--- config.mk ---
export PLATFORM = sky130hd
export DESIGN_NAME = machine_state_loader
export DESIGN_NICKNAME = d
export VERILOG_FILES = /design/src/rtl/machine_state_loader.sv
export SDC_FILE = /design/constraint.sdc
export NUM_CORES = 1
export LEC_CHECK = 0
export ABC_AREA = 1
export CORE_MARGIN = 1
export CORE_UTILIZATION = 39
export CTS_CLUSTER_DIAMETER = 50
export DETAILED_ROUTE_END_ITERATION = 12
export SYNTH_ARGS = -nofsm -noshare
export SYNTH_HDL_FRONTEND = slang
export SYNTH_SLANG_ARGS = --single-unit
--- constraint.sdc ---
create_clock -name clk -period 4.6 [get_ports clk]
set_input_delay 0.69 -clock clk [delete_from_list [all_inputs] [get_ports clk]]
set_output_delay 0.69 -clock clk [all_outputs]
set_load 0.03 [all_outputs]
--- src/rtl/machine_state_loader.sv ---
// Byte-stream command decoder that preloads the register file, data memory and PC,
// then releases the single-cycle machine from reset on GO.
module machine_state_loader (
    input  logic        clk,
    input  logic        reset,
    input  logic        in_valid,
    input  logic [7:0]  in_byte,
    output logic        in_ready,
    output logic        rf_we,
    output logic [4:0]  rf_waddr,
    output logic [31:0] rf_wdata,
    output logic        mem_we,
    output logic [29:0] mem_addr,
    output logic [31:0] mem_wdata,
    output logic        pc_we,
    output logic [29:0] pc_wdata,
    output logic        cpu_reset,
    output logic        err,
    output logic [2:0]  dbg_state
);

    // Handshake: a byte transfers on a rising edge where in_valid and in_ready are both 1;
    // in_ready is registered and high only in IDLE and ARGS.
    typedef enum logic [2:0] {
        S_IDLE   = 3'd0,
        S_ARGS   = 3'd1,
        S_COMMIT = 3'd2,
        S_RUN    = 3'd3,
        S_ERR    = 3'd4
    } state_t;

    localparam logic [1:0] C_REG = 2'd0;
    localparam logic [1:0] C_MEM = 2'd1;
    localparam logic [1:0] C_PC  = 2'd2;

    state_t      r_state, w_state_nxt;
    logic [2:0]  r_cnt, w_cnt_nxt;
    logic [1:0]  r_cmd, w_cmd_nxt;
    logic [63:0] r_args, w_args_nxt;
    logic [63:0] w_shift;
    logic        w_xfer;

    logic        r_in_ready, w_in_ready_nxt;
    logic        r_rf_we, w_rf_we_nxt;
    logic [4:0]  r_rf_waddr, w_rf_waddr_nxt;
    logic [31:0] r_rf_wdata, w_rf_wdata_nxt;
    logic        r_mem_we, w_mem_we_nxt;
    logic [29:0] r_mem_addr, w_mem_addr_nxt;
    logic [31:0] r_mem_wdata, w_mem_wdata_nxt;
    logic        r_pc_we, w_pc_we_nxt;
    logic [29:0] r_pc_wdata, w_pc_wdata_nxt;
    logic        r_cpu_reset, w_cpu_reset_nxt;
    logic        r_err, w_err_nxt;

    assign w_xfer  = in_valid & r_in_ready;
    // Bytes enter at the top, so an n-byte command ends up little-endian in args[63:64-8n].
    assign w_shift = {in_byte, r_args[63:8]};

    always_ff @(posedge clk or negedge reset) begin
        if (!reset) begin
            r_state     <= S_IDLE;
            r_cnt       <= 3'd0;
            r_cmd       <= C_REG;
            r_args      <= 64'd0;
            r_in_ready  <= 1'b0;
            r_rf_we     <= 1'b0;
            r_rf_waddr  <= 5'd0;
            r_rf_wdata  <= 32'd0;
            r_mem_we    <= 1'b0;
            r_mem_addr  <= 30'd0;
            r_mem_wdata <= 32'd0;
            r_pc_we     <= 1'b0;
            r_pc_wdata  <= 30'd0;
            r_cpu_reset <= 1'b1;
            r_err       <= 1'b0;
        end else begin
            r_state     <= w_state_nxt;
            r_cnt       <= w_cnt_nxt;
            r_cmd       <= w_cmd_nxt;
            r_args      <= w_args_nxt;
            r_in_ready  <= w_in_ready_nxt;
            r_rf_we     <= w_rf_we_nxt;
            r_rf_waddr  <= w_rf_waddr_nxt;
            r_rf_wdata  <= w_rf_wdata_nxt;
            r_mem_we    <= w_mem_we_nxt;
            r_mem_addr  <= w_mem_addr_nxt;
            r_mem_wdata <= w_mem_wdata_nxt;
            r_pc_we     <= w_pc_we_nxt;
            r_pc_wdata  <= w_pc_wdata_nxt;
            r_cpu_reset <= w_cpu_reset_nxt;
            r_err       <= w_err_nxt;
        end
    end

    always_comb begin
        w_state_nxt     = r_state;
        w_cnt_nxt       = r_cnt;
        w_cmd_nxt       = r_cmd;
        w_args_nxt      = r_args;
        w_rf_we_nxt     = 1'b0;
        w_rf_waddr_nxt  = r_rf_waddr;
        w_rf_wdata_nxt  = r_rf_wdata;
        w_mem_we_nxt    = 1'b0;
        w_mem_addr_nxt  = r_mem_addr;
        w_mem_wdata_nxt = r_mem_wdata;
        w_pc_we_nxt     = 1'b0;
        w_pc_wdata_nxt  = r_pc_wdata;

        case (r_state)
            S_IDLE: begin
                if (w_xfer) begin
                    case (in_byte)
                        8'h01: begin w_cmd_nxt = C_REG; w_cnt_nxt = 3'd4; w_state_nxt = S_ARGS; end
                        8'h02: begin w_cmd_nxt = C_MEM; w_cnt_nxt = 3'd7; w_state_nxt = S_ARGS; end
                        8'h03: begin w_cmd_nxt = C_PC;  w_cnt_nxt = 3'd3; w_state_nxt = S_ARGS; end
                        8'h04:   w_state_nxt = S_RUN;
                        default: w_state_nxt = S_ERR;
                    endcase
                end
            end
            S_ARGS: begin
                if (w_xfer) begin
                    w_args_nxt = w_shift;
                    if (r_cnt != 3'd0) begin
                        w_cnt_nxt = r_cnt - 3'd1;
                    end else begin
                        // Validate on the final byte so a bad command never reaches COMMIT.
                        w_state_nxt = S_COMMIT;
                        case (r_cmd)
                            C_REG: begin
                                if (|w_shift[31:29]) begin
                                    w_state_nxt = S_ERR;
                                end else begin
                                    w_rf_we_nxt    = 1'b1;
                                    w_rf_waddr_nxt = w_shift[28:24];
                                    w_rf_wdata_nxt = w_shift[63:32];
                                end
                            end
                            C_MEM: begin
                                if (|w_shift[1:0]) begin
                                    w_state_nxt = S_ERR;
                                end else begin
                                    w_mem_we_nxt    = 1'b1;
                                    w_mem_addr_nxt  = w_shift[31:2];
                                    w_mem_wdata_nxt = w_shift[63:32];
                                end
                            end
                            C_PC: begin
                                if (|w_shift[33:32]) begin
                                    w_state_nxt = S_ERR;
                                end else begin
                                    w_pc_we_nxt    = 1'b1;
                                    w_pc_wdata_nxt = w_shift[63:34];
                                end
                            end
                            default: w_state_nxt = S_ERR;
                        endcase
                    end
                end
            end
            S_COMMIT: w_state_nxt = S_IDLE;
            S_RUN:    w_state_nxt = S_RUN;
            S_ERR:    w_state_nxt = S_ERR;
            default:  w_state_nxt = S_ERR;
        endcase

        w_in_ready_nxt  = (w_state_nxt == S_IDLE) || (w_state_nxt == S_ARGS);
        w_cpu_reset_nxt = (w_state_nxt != S_RUN);
        w_err_nxt       = (w_state_nxt == S_ERR);
    end

    assign in_ready  = r_in_ready;
    assign rf_we     = r_rf_we;
    assign rf_waddr  = r_rf_waddr;
    assign rf_wdata  = r_rf_wdata;
    assign mem_we    = r_mem_we;
    assign mem_addr  = r_mem_addr;
    assign mem_wdata = r_mem_wdata;
    assign pc_we     = r_pc_we;
    assign pc_wdata  = r_pc_wdata;
    assign cpu_reset = r_cpu_reset;
    assign err       = r_err;
    assign dbg_state = r_state;

endmodule

== Word level (Yosys, flattened, before mapping) ==
Index checks and enable logic that the tools add are counted.
Storage, ports and cells
  register bits after elaboration: 207
  input bits: 11
  output and inout bits: 138
  logic and storage cells: 84
Operators by class
  add/sub/neg operators: 1
  equality and inequality tests: 16
  mux-type cells: 30
  bitwise logic cells: 5
  reductions and logical operators: 17
Operators with widths (count)
  3-bit 2-to-1 mux: 9
  5-bit AND reduction: 4
  3-bit one-hot mux with 3 select lines: 2
  8-bit by 2-bit == test with 1-bit output, second input constant: 2
  1-bit 2-to-1 mux: 15
  3-bit one-hot mux with 2 select lines: 2
  3-bit one-hot mux with 4 select lines: 1
  8-bit by 1-bit == test with 1-bit output, second input constant: 1
  8-bit by 3-bit == test with 1-bit output, second input constant: 1
  3-bit by 1-bit == test with 1-bit output, second input constant: 2
  3-bit by 2-bit == test with 1-bit output, second input constant: 2
  3-bit logical NOT: 2
  2-bit != test, second input constant: 3
  2-bit one-hot mux with 3 select lines: 1
  3-bit nonzero test: 2
  3-bit OR reduction: 2
  4-bit by 1-bit != test with 1-bit output, second input constant: 1
  1-bit inverter: 4
  2-bit OR reduction: 2
  3-bit == test, second input constant: 1
  3-bit by 2-bit != test with 1-bit output, second input constant: 1
  3-bit AND reduction: 1
  3-bit by 1-bit subtractor with 3-bit output, second input constant: 1
  2-bit by 1-bit == test with 1-bit output, second input constant: 1
  other kinds (6): 6

== Logic depth before layout (Yosys ltp) ==
Gate-level depths: netlist (run 1).
  depth after elaboration: 8
  gate-level depth with buffers: 10

== Worst setup path before layout (run 1) ==
No wires, ideal clock.
  kind: input to register
  start: in in_valid
  end: reg r_mem_wdata[24], in the netlist mem_wdata[24]
  library setup time: 0.133 ns
  arrival time: 1.708 ns
  required time: 4.467 ns
  slack: 2.760 ns
  cell stages on the path: 7
  path buffers: 2
  cell sequence: nand2_1 > nor3_4 > nand3_2 > buf_2 > buf_2 > nand2_1 > o21ai_0
Between the ends
  cells in the longest elaborated chain, start to end: 2
Ends and longest elaborated chain
  start, declared: RTL line 6  | input logic in_valid,
  1-bit AND: RTL line 55  | assign w_xfer = in_valid & r_in_ready;
  5-bit AND reduction (no source line)
  end signal, assigned: RTL line 87  | r_mem_wdata <= w_mem_wdata_nxt;
  end, declared: RTL line 49  | logic [31:0] r_mem_wdata, w_mem_wdata_nxt;
No other way between the ends.
A chain may end at the register's enable or synchronous reset.

== Worst setup path in the final report (run 1) ==
  start: in in_valid
  end: reg r_mem_wdata[29], in the netlist mem_wdata[29]
Same word-level chain as after synthesis.

==> results of run 1 <==
-- state kept, by name, summed over array words and instances, names as in the netlist --
| signal | count |
|---|---|
| mem_wdata | 32 |
| in_ready | 1 |
| mem_addr | 30 |
| rf_we | 1 |
| dbg_state | 3 |
| err | 1 |
| pc_wdata | 30 |
| rf_wdata | 32 |
| r_cmd | 2 |
| cpu_reset | 1 |
| pc_we | 1 |
| r_cnt | 3 |
| r_args | 56 |
| mem_we | 1 |
| rf_waddr | 5 |
-- metrics by stage --
stage | instances | hold slack, ps | worst slack (ps) | cell area (µm²) | total power [µW]
floorplan | 769 | 394 | 2760 | 7620 | 1790
finish | 1174 | 304 | 2160 | 9910 | 3360
global placement | 1142 | 457 | 1790 | 9280 | 1840
global route | 1174 | 410 | 1930 | 9910 | 3490
detailed placement | 1142 | 469 | 1710 | 9280 | 1840
CTS | 1174 | 394 | 2160 | 9910 | 3400
-- power groups by stage --
stage / sequential (µW) / combinational, µW / clock [µW]
CTS: 1750 / 58.3 / 1600
global route: 1750 / 64.3 / 1680
finish: 1750 / 54.6 / 1560
detailed placement: 1780 / 58.6 / 0
floorplan: 1780 / 5.35 / 0
global placement: 1780 / 58.6 / 0
-- worst max path at each step --
stage                     slack, ps       endpoint  depth (start not counted)
after global routing           1930  mem_wdata[24]                          7
final                          2160  mem_wdata[29]                          6
after CTS                      2160  mem_wdata[29]                          6
after global placement         1790  mem_wdata[25]                          6
after detailed placement       1710   mem_wdata[6]                          6
after floorplan                2760  mem_wdata[24]                          7
-- area by class of cell --
type	instances	area (µm²)	share of cell area
Sequential cell	199	4980	0.503
Tap cell	260	325	0.0328
Multi-Input combinational cell	452	2150	0.217
Timing Repair Buffer	152	1530	0.154
Clock buffer	21	460	0.0465
Inverter	79	297	0.0299
Clock inverter	11	166	0.0168
-- cells by family (layout without fill, tap and decap cells) --
kind of cell               count (synthesis)  after routing  synth area share
and+or+nand+nor                          255            255             0.137
AOI/OAI and AO/OA                        195            195             0.140
DFF                                      199            199             0.654
adders and majority gates                  2              2           0.00328
buffers and inverters                    118            263            0.0663
-- critical path, delay by kind of cell --
kind | cells | cell delay, ps
AOI/OAI and AO/OA | 1 | 190
buffers and inverters | 2 | 1200
and+or+nand+nor | 3 | 500
-- Yosys cell counts (3+ instances only) --
library cell,count,share of area
o21ai_0,81,0.053
buf_2,14,0.0092
inv_1,79,0.039
nand3_1,9,0.0059
dfrtp_1,198,0.65
o21ai_1,87,0.057
o21ai_2,20,0.023
nand2_1,202,0.10
nor2_1,25,0.012
buf_6,6,0.0089
o21a_1,3,0.0030
nand2_2,10,0.0082
clkbuf_1,19,0.0094
-- routing by layer --
| metal | track usage | vias to the layer above | wire length (µm) |
|---|---|---|---|
| met5 | 0 | - | 0 |
| met4 | 0.0441 | 0 | 125 |
| met3 | 0.0577 | 10 | 990 |
| met2 | 0.280 | 126 | 7670 |
| met1 | 0.254 | 2531 | 8190 |
| li1 | - | 2714 | - |
==> summary.md, run 1 <==
| Metric | Value |
|---|---|
| Status | complete, no violations |
| Clock Power Share | 0.464 |
| Clk buf depth | 2 |
| Pwr Density | between 300 and 400 mW/mm² |
| Diodes inserted | 0 |
| Crit end category | flop |
| Global-route wire length before repair | about 28 mm |
| Rows | 50 |
| Worst-Skew Late Latency | 420 ps |
| Post-CTS Repair Setup Buffers | 0 |
| Sequential area share after synthesis | 0.654 |
| Worst EP arrival | 2700 ps |
| RR Endpoint | mem_wdata[29] |
| Commonest non-fill, non-tap cell in the layout | nand2_1 |
| Post-Route WL | 17.0 mm |
| Drt wl/cell | 14.5 µm |
| Final worst path period need | 2440 ps |
| # nets final | 914 |
| Logic gate share of total power | 0.016 |
| Synth unique cells | 26 |
| HPWL Detailed | 11.2 mm |
| Worst slew pin tran | about 1100 ps |
| GPL Wtd Cong | 0.777 |
| PortBufs | 148 |
| Max VDD drop | about 0.25 mV |
| Clock sink total | 199 |
| Synthesized area | 0.00762 mm² |
| CP max-delay cell | buf_4 |
| Initial antenna violation count | 0 |
| Ys Warns | 0 |
| Routed Antenna Nets | 0 |
| Worst reg2reg path startpoint | r_cnt[0] |
| Post-CTS Hold Buffers | 0 |
| Area of the die | 0.0201 mm² |
| Worst Path Max Fanout | 113 |
| Layout cells sized above 1 | 0.0799 |
| CP max stage delay | 810 ps |
| CTS tree | yes |
| Largest net degree at the start of global routing | 119 |
| Post-layout util | 0.523 |
| Cell internal pwr | about 2700 µW |
| Net count after synthesis | around 780 |
| DR vias | 5381 |
| GRT overflow | 0 |
| Post-Synthesis Cells | 769 |
| EDFF count, synth | 0 |
| Chip Height | 142 µm |
| Total CTS buffers | 17 |
| 1st-iter DRT viols | 406 |
| Worst Setup SP | in_valid |
| Sw Share | 0.210 |
| Max-slew headroom | 0.270 |
| Primary FF master, synth | dfrtp_1 |
| Top achievable clock speed | 0.409 GHz |
| Final period util | 0.531 |
| Worst-path cell chain | clkdlybuf4s50_1 -> nand2_1 -> nor3_4 -> nand3_4 -> buf_4 -> o21ai_0 |
| Clock skew | between 10 and 15 ps |
| DRC viols | 0 |
| Most frequent cells in the layout | 202 x nand2_1, 198 x dfrtp_1, 147 x clkdlybuf4s50_1 |
| Via density | 4.58 |
| Psw | approximately 700 µW |
| Clock slew at reported path FFs | 70 ps |
| Drt first pass iters | 5 |
| Asr flop ratio synth | 1.00 |
| Overall routing resource usage | 0.183 |
| Synthesis-to-finish area growth | 30.0% |
| #FFs+latches synth | around 200 |
| Seq pwr share | 0.520 |
| Critical Path RT | 4860 ps |
| Core area | roughly 0.019 mm² |
| H-tree Lvls | 4 |
| Chip width | 142 µm |
| Final setup viols | 0 |
| Unrepaired setup endpoints after global routing | false |
| Worst R2R Setup Slack | 2290 ps |
| Leakage | 0.00465 µW |
| Vias in the first global route | about 5300 |
| Syn avg cell area | ~10 µm² |
| Reg2Reg Depth | 7 |
| Initial Util | 0.402 |
| Post-cts resize count | 0 |
| Max_cap viols | 0 |
| Fin Setup TNS | 0 ps |
| I/O pin total | 149 |
| Worst setup SP type | input port |
| Final max-slew violation count | 0 |
| Number of fill cells | approximately 1700 |
| Setup CP Type | input port to flop |
| Hold WC Path Type | input port to async pin |
| Final count of hold timing violations | 0 |
| Cell chosen for the clock root | clkbuf_16 |
Power figures use the tool's default switching activity.
==> run 2: changes to the inputs <==
--- a/config.mk
+++ b/config.mk
@@ -10,6 +10,7 @@
 export CORE_UTILIZATION = 39
 export CTS_CLUSTER_DIAMETER = 50
 export DETAILED_ROUTE_END_ITERATION = 12
+export PLACE_DENSITY = 0.65
 export SYNTH_ARGS = -nofsm -noshare
 export SYNTH_HDL_FRONTEND = slang
 export SYNTH_SLANG_ARGS = --single-unit
==> constraint.sdc (replaced) <==
create_clock -name clk -period 2.1 [get_ports clk]
set_input_delay 0.315 -clock clk [delete_from_list [all_inputs] [get_ports clk]]
set_output_delay 0.315 -clock clk [all_outputs]
set_load 0.03 [all_outputs]
==> summary.md, run 2 (synthesized netlist as in run 1, its figures left out) <==
| Metric | Value |
|---|---|
| GPL Wtd Cong | 0.813 (+4.6%) |
| Most frequent cells in the layout | 202 x nand2_1, 198 x dfrtp_1, 147 x clkdlybuf4s50_1 |
| CP max stage delay | 720 ps (-90 ps) |
| Leakage | 0.00472 µW (+1.6%) |
| Max VDD drop | 0.579 mV (+130%) |
| Cell Count, Final, Fillers Out | 1185 (+0.94%) |
| Top achievable clock speed | 0.514 GHz |
| Drt wl/cell | 14.6 µm (+1.0%) |
| Critical Path RT | 1780 ps (-3080 ps) |
| Core area | 0.0190 mm² (unchanged) |
| Post-Route WL | 17.3 mm (+2.0%) |
| Crit end category | output port |
| Metal3 WL | 1.14 mm (+15%) |
| Drt first pass iters | 4 (-1) |
| Final setup viols | 0 (unchanged) |
| # nets final | 925 (+1.2%) |
| Chip Height | 142 µm (unchanged) |
| GRT overflow | 0 (unchanged) |
| Multi-input logic area | 0.00215 mm² (unchanged) |
| Global-route wire length before repair | 28.7 mm (+1.6%) |
| Unrepaired setup endpoints after global routing | false |
| PortBufs | 148 (unchanged) |
| Vias in the first global route | 5360 (+2.1%) |
| Worst setup SP type | flop |
| Hold WC Path Type | input port to async pin |
| Setup CP Type | flop to output port |
| Worst path top cell family by delay | buffers and inverters |
| Dpl cell area | 0.00944 mm² (+1.7%) |
| Initial antenna violation count | 0 (unchanged) |
| Biggest register | r_args |
| Final count of hold timing violations | 0 (unchanged) |
| Routed Antenna Nets | 0 (unchanged) |
| Post-Place Cells | 1152 (+0.88%) |
| Final worst path period need | 1950 ps |
| CP max-delay cell | clkdlybuf4s50_1 |
| WL met1 | 8.05 mm (-1.6%) |
| Via density | 4.63 (+1.0%) |
| Clock slew at reported path FFs | 70 ps (about the same) |
| DR vias | 5486 (+2.0%) |
| 1st-iter DRT viols | 421 (+3.7%) |
| Register area | 0.00498 mm² (unchanged) |
| Post-CTS Repair Setup Buffers | 0 (unchanged) |
| Max-slew headroom | 0.697 (+0.427) |
| Initial Util | 0.402 (unchanged) |
| Chip width | 142 µm (unchanged) |
| Fin area | 0.0100 mm² (+1.4%) |
| Worst slack at placement | 117 ps (-1600 ps) |
| Clock sink total | 199 (unchanged) |
| H-tree Lvls | 4 (unchanged) |
| DRC viols | 0 (unchanged) |
| Area of the die | 0.0201 mm² (unchanged) |
| I/O pin total | 149 (unchanged) |
| Cell chosen for the clock root | clkbuf_16 |
| Worst-path cell chain | clkdlybuf4s50_1 |
| Worst path bufs/invs | 1 (-1) |
| Largest net degree at the start of global routing | 113 (-5.0%) |
| Layout cells sized above 1 | 0.0908 (+0.0109) |
| Pwr Density | 722 mW/mm² (+110%) |
| CTS tree | yes |
| HPWL Detailed | 11.8 mm (+5.9%) |
| Clock skew | 11.1 ps (-1.51 ps) |
| Rows | 50 (unchanged) |
| Max_cap viols | 0 (unchanged) |
| Max FFs per register | 56 (unchanged) |
| Worst slew pin tran | 455 ps (-641 ps) |
| Post-cts resize count | 0 (unchanged) |
| Final period util | 0.926 |
| Worst-Skew Late Latency | 430 ps (about the same) |
| Commonest non-fill, non-tap cell in the layout | nand2_1 |
| Number of fill cells | 1713 (-1.4%) |
| PnR worst setup slack | 155 ps (-2000 ps) |
| Status | complete, no violations |
| Routed wl met2 | 7.94 mm (+3.4%) |
| Post-layout util | 0.530 (+0.00719) |
| Diodes inserted | 0 (unchanged) |
| Synthesis-to-finish area growth | 31.8% |
| Top routing layer in use | met4 |
| Fin Setup TNS | 0 ps (unchanged) |
| Worst Path Max Fanout | 6 (-95%) |
| Worst EP arrival | 1630 ps (-1070 ps) |
| Total CTS buffers | 17 (unchanged) |
| Clk buf depth | 2 (unchanged) |
| Overall routing resource usage | 0.186 (+0.00259) |
| Post-CTS Hold Buffers | 1 (+1) |
| Final max-slew violation count | 0 (unchanged) |
run 2: worst paths after layout:
path                         startpoint  slack, ps      endpoint  cells past startpoint
max                        dbg_state[2]        150  dbg_state[2]                      1
min                               reset        420  mem_addr[24]                      2
max reg2reg                    r_cnt[0]        310  mem_wdata[5]                      8
min reg2reg                  r_args[44]        480    r_args[36]                      2
max in group asynchronous         reset       1040     cpu_reset                      3
min in group clk             r_args[44]        480    r_args[36]                      2
run 2: metal layers:
metal	up-vias	GRT usage
met3	15	0.0587
met2	125	0.286
met5	-	0
met4	0	0.0526
met1	2607	0.252
li1	2739	-
run 2: per-stage QoR:
step	power (µW)	hold slack [ps]
global placement	4050	311
finish	7260	420
detailed placement	4050	318
global route	7500	462
floorplan	3920	19.4
CTS	7320	435
run 2: report_power, final:
| part | total, µW | leakage [µW] | switching, µW | internal [µW] |
|---|---|---|---|---|
| clock | 3290 | 0.000289 | 1500 | 1790 |
| combinational | 135 | 0.00196 | 98.7 | 35.9 |
| sequential | 3830 | 0.00247 | 0 | 3830 |
| total | 7260 | 0.00472 | 1600 | 5660 |
run 2: layout make-up:
class / instances / share of cell area
Sequential cell: 199 / 0.496
Timing Repair Buffer: 163 / 0.169
Clock inverter: 14 / 0.0162
Clock buffer: 18 / 0.0427
Tap cell: 260 / 0.0324
Multi-Input combinational cell: 452 / 0.214
Inverter: 79 / 0.0295
==> run 3: changes to the inputs <==
--- a/config.mk
+++ b/config.mk
@@ -10,7 +10,7 @@
 export CORE_UTILIZATION = 39
 export CTS_CLUSTER_DIAMETER = 50
 export DETAILED_ROUTE_END_ITERATION = 12
-export PLACE_DENSITY = 0.65
+export PLACE_DENSITY = 0.7
 export SYNTH_ARGS = -nofsm -noshare
 export SYNTH_HDL_FRONTEND = slang
 export SYNTH_SLANG_ARGS = --single-unit
==> summary.md, run 3 (synthesized netlist as in run 1, its figures left out) <==
| Metric | Value |
|---|---|
| Clock skew | 10.2 ps (-0.870 ps) |
| Chip Height | 142 µm (unchanged) |
| GPL Wtd Cong | 0.805 (-1.0%) |
| HPWL Detailed | 11.9 mm (+0.48%) |
| CP max stage delay | 710 ps (about the same) |
| Layout cells sized above 1 | 0.0958 (+0.00499) |
| Initial antenna violation count | 0 (unchanged) |
| Final period util | 0.917 (-0.00931) |
| Worst R2R Setup Slack | 300 ps (about the same) |
| Core area | 0.0190 mm² (unchanged) |
| Cell chosen for the clock root | clkbuf_16 |
| Overall routing resource usage | 0.182 (-0.00375) |
| Post-cts resize count | 0 (unchanged) |
| Area of the die | 0.0201 mm² (unchanged) |
| RR Endpoint | pc_wdata[22] |
| Max VDD drop | 0.565 mV (-2.4%) |
| Drt first pass iters | 7 (+3) |
| Post-Route WL | 17.3 mm (about the same) |
| I/O pin total | 149 (unchanged) |
| Dpl cell area | 0.00948 mm² (+0.45%) |
| H-tree Lvls | 4 (unchanged) |
| Status | complete, no violations |
| Post-layout util | 0.532 (+0.00231) |
| Post-Route Hold Slack | 447 ps (+26.4 ps) |
| Fin Setup TNS | 0 ps (unchanged) |
| Critical Path RT | 1780 ps (about the same) |
| Global-route wire length before repair | 28.0 mm (-2.5%) |
| Worst Setup SP | dbg_state[2] |
| Rows | 50 (unchanged) |
| Reg2Reg Depth | 7 (-1) |
| Worst slack at placement | 29.7 ps (-87.0 ps) |
| Clock sink total | 199 (unchanged) |
| Most frequent cells in the layout | 202 x nand2_1, 198 x dfrtp_1, 147 x clkdlybuf4s50_1 |
| Setup CP Type | flop to output port |
| Routed Antenna Nets | 0 (unchanged) |
| Drt wl/cell | 14.6 µm (-0.38%) |
| Commonest non-fill, non-tap cell in the layout | nand2_1 |
| # nets final | 929 (+0.43%) |
| Clock Power Share | 0.453 (about the same) |
| DRC viols | 0 (unchanged) |
| Logic gate share of total power | 0.019 (about the same) |
| Worst path bufs/invs | 1 (unchanged) |
| Worst path top cell family by delay | buffers and inverters |
| Max-slew headroom | 0.654 (-0.0427) |
| Worst-path cell chain | clkdlybuf4s50_1 |
| Synthesis-to-finish area growth | 32.4% |
| Number of fill cells | 1700 (-0.76%) |
| Worst Path Max Fanout | 6 (unchanged) |
| Vias in the first global route | 5261 (-1.8%) |
| Max_cap viols | 0 (unchanged) |
| Chip width | 142 µm (unchanged) |
| Top achievable clock speed | 0.519 GHz (+1.0%) |
| Final setup viols | 0 (unchanged) |
| Leakage | 0.00475 µW (+0.63%) |
| Largest net degree at the start of global routing | 93 (-18%) |
| Total CTS buffers | 17 (unchanged) |
| PnR worst setup slack | 174 ps (+19.6 ps) |
| Sw Share | 0.221 (+0.000420) |
| Diodes inserted | 0 (unchanged) |
| PortBufs | 148 (unchanged) |
| Worst slew pin tran | 519 ps (+64.0 ps) |
| GRT overflow | 0 (unchanged) |
| Clk buf depth | 2 (unchanged) |
| Via density | 4.70 (+1.5%) |
| Psw | 1600 µW (+0.24%) |
| Final max-slew violation count | 0 (unchanged) |
| Clock slew at reported path FFs | 70 ps (about the same) |
| Worst setup SP type | flop |
| Biggest register | r_args |
| Max FFs per register | 56 (unchanged) |
| Pwr Density | 720 mW/mm² (-0.38%) |
| Unrepaired setup endpoints after global routing | false |
| DR vias | 5589 (+1.9%) |
| Initial Util | 0.402 (unchanged) |
| Hold WC Path Type | input port to async pin |
| Final count of hold timing violations | 0 (unchanged) |
| Fin area | 0.0101 mm² (+0.44%) |
| Cell internal pwr | 5660 µW (about the same) |
| Worst reg2reg path startpoint | r_cnt[0] |
| Worst-Skew Late Latency | 430 ps (about the same) |
| Final worst path period need | 1930 ps (-19.6 ps) |
| 1st-iter DRT viols | 321 (-24%) |
| Post-CTS Repair Setup Buffers | 0 (unchanged) |
| Crit end category | output port |
| Seq pwr share | 0.528 (about the same) |
| Worst EP arrival | 1610 ps (-20 ps) |
| CP max-delay cell | clkdlybuf4s50_1 |
| CTS tree | yes |
run 3: cell count changes in the layout (fill, tap and decap cells not counted), sizes merged:
cell    previous run  this run
buf               14        18
clkbuf            19        18
clkinv             4         5
run 3: power by group through the flow:
| stage | sequential, µW | clock [µW] | combinational [µW] |
|---|---|---|---|
| after floorplan | 3910 | 0 | 11.7 |
| after global placement | 3900 | 0 | 143 |
| after detailed placement | 3900 | 0 | 144 |
| after CTS | 3830 | 3360 | 146 |
| after global routing | 3830 | 3540 | 161 |
| final | 3830 | 3290 | 138 |
run 3: layout make-up:
class | instances | area (µm²) | share of cell area
Clock buffer | 17 | 425 | 0.0422
Clock inverter | 15 | 168 | 0.0166
Inverter | 79 | 297 | 0.0294
Multi-Input combinational cell | 452 | 2150 | 0.213
Sequential cell | 199 | 4980 | 0.494
Tap cell | 260 | 325 | 0.0322
Timing Repair Buffer | 167 | 1740 | 0.173
run 3: how the worst max path moves through the flow:
stage                         to  depth (start not counted)
floorplan            rf_wdata[2]                          9
global placement    pc_wdata[22]                          7
detailed placement  pc_wdata[22]                          6
CTS                 dbg_state[2]                          1
global route        dbg_state[2]                          1
finish              dbg_state[2]                          1
run 3: metal layers:
metal	part of all wire	GRT usage	up-vias
met5	0	0	-
met4	0.025	0.0775	0
met3	0.065	0.0560	31
met2	0.45	0.271	148
met1	0.46	0.246	2659
li1	-	-	2751
run 3: through the flow:
| stage | cells | total power [µW] |
|---|---|---|
| floorplan | 769 | 3920 |
| global placement | 1156 | 4050 |
| detailed placement | 1156 | 4050 |
| CTS | 1189 | 7340 |
| global route | 1189 | 7530 |
| finish | 1189 | 7260 |
run 3: repair_timing:
action                                  CTS  global route
hold endpoints to repair                 53             0
endpoints found under the setup margin    0             0
hold buffers                              1             0
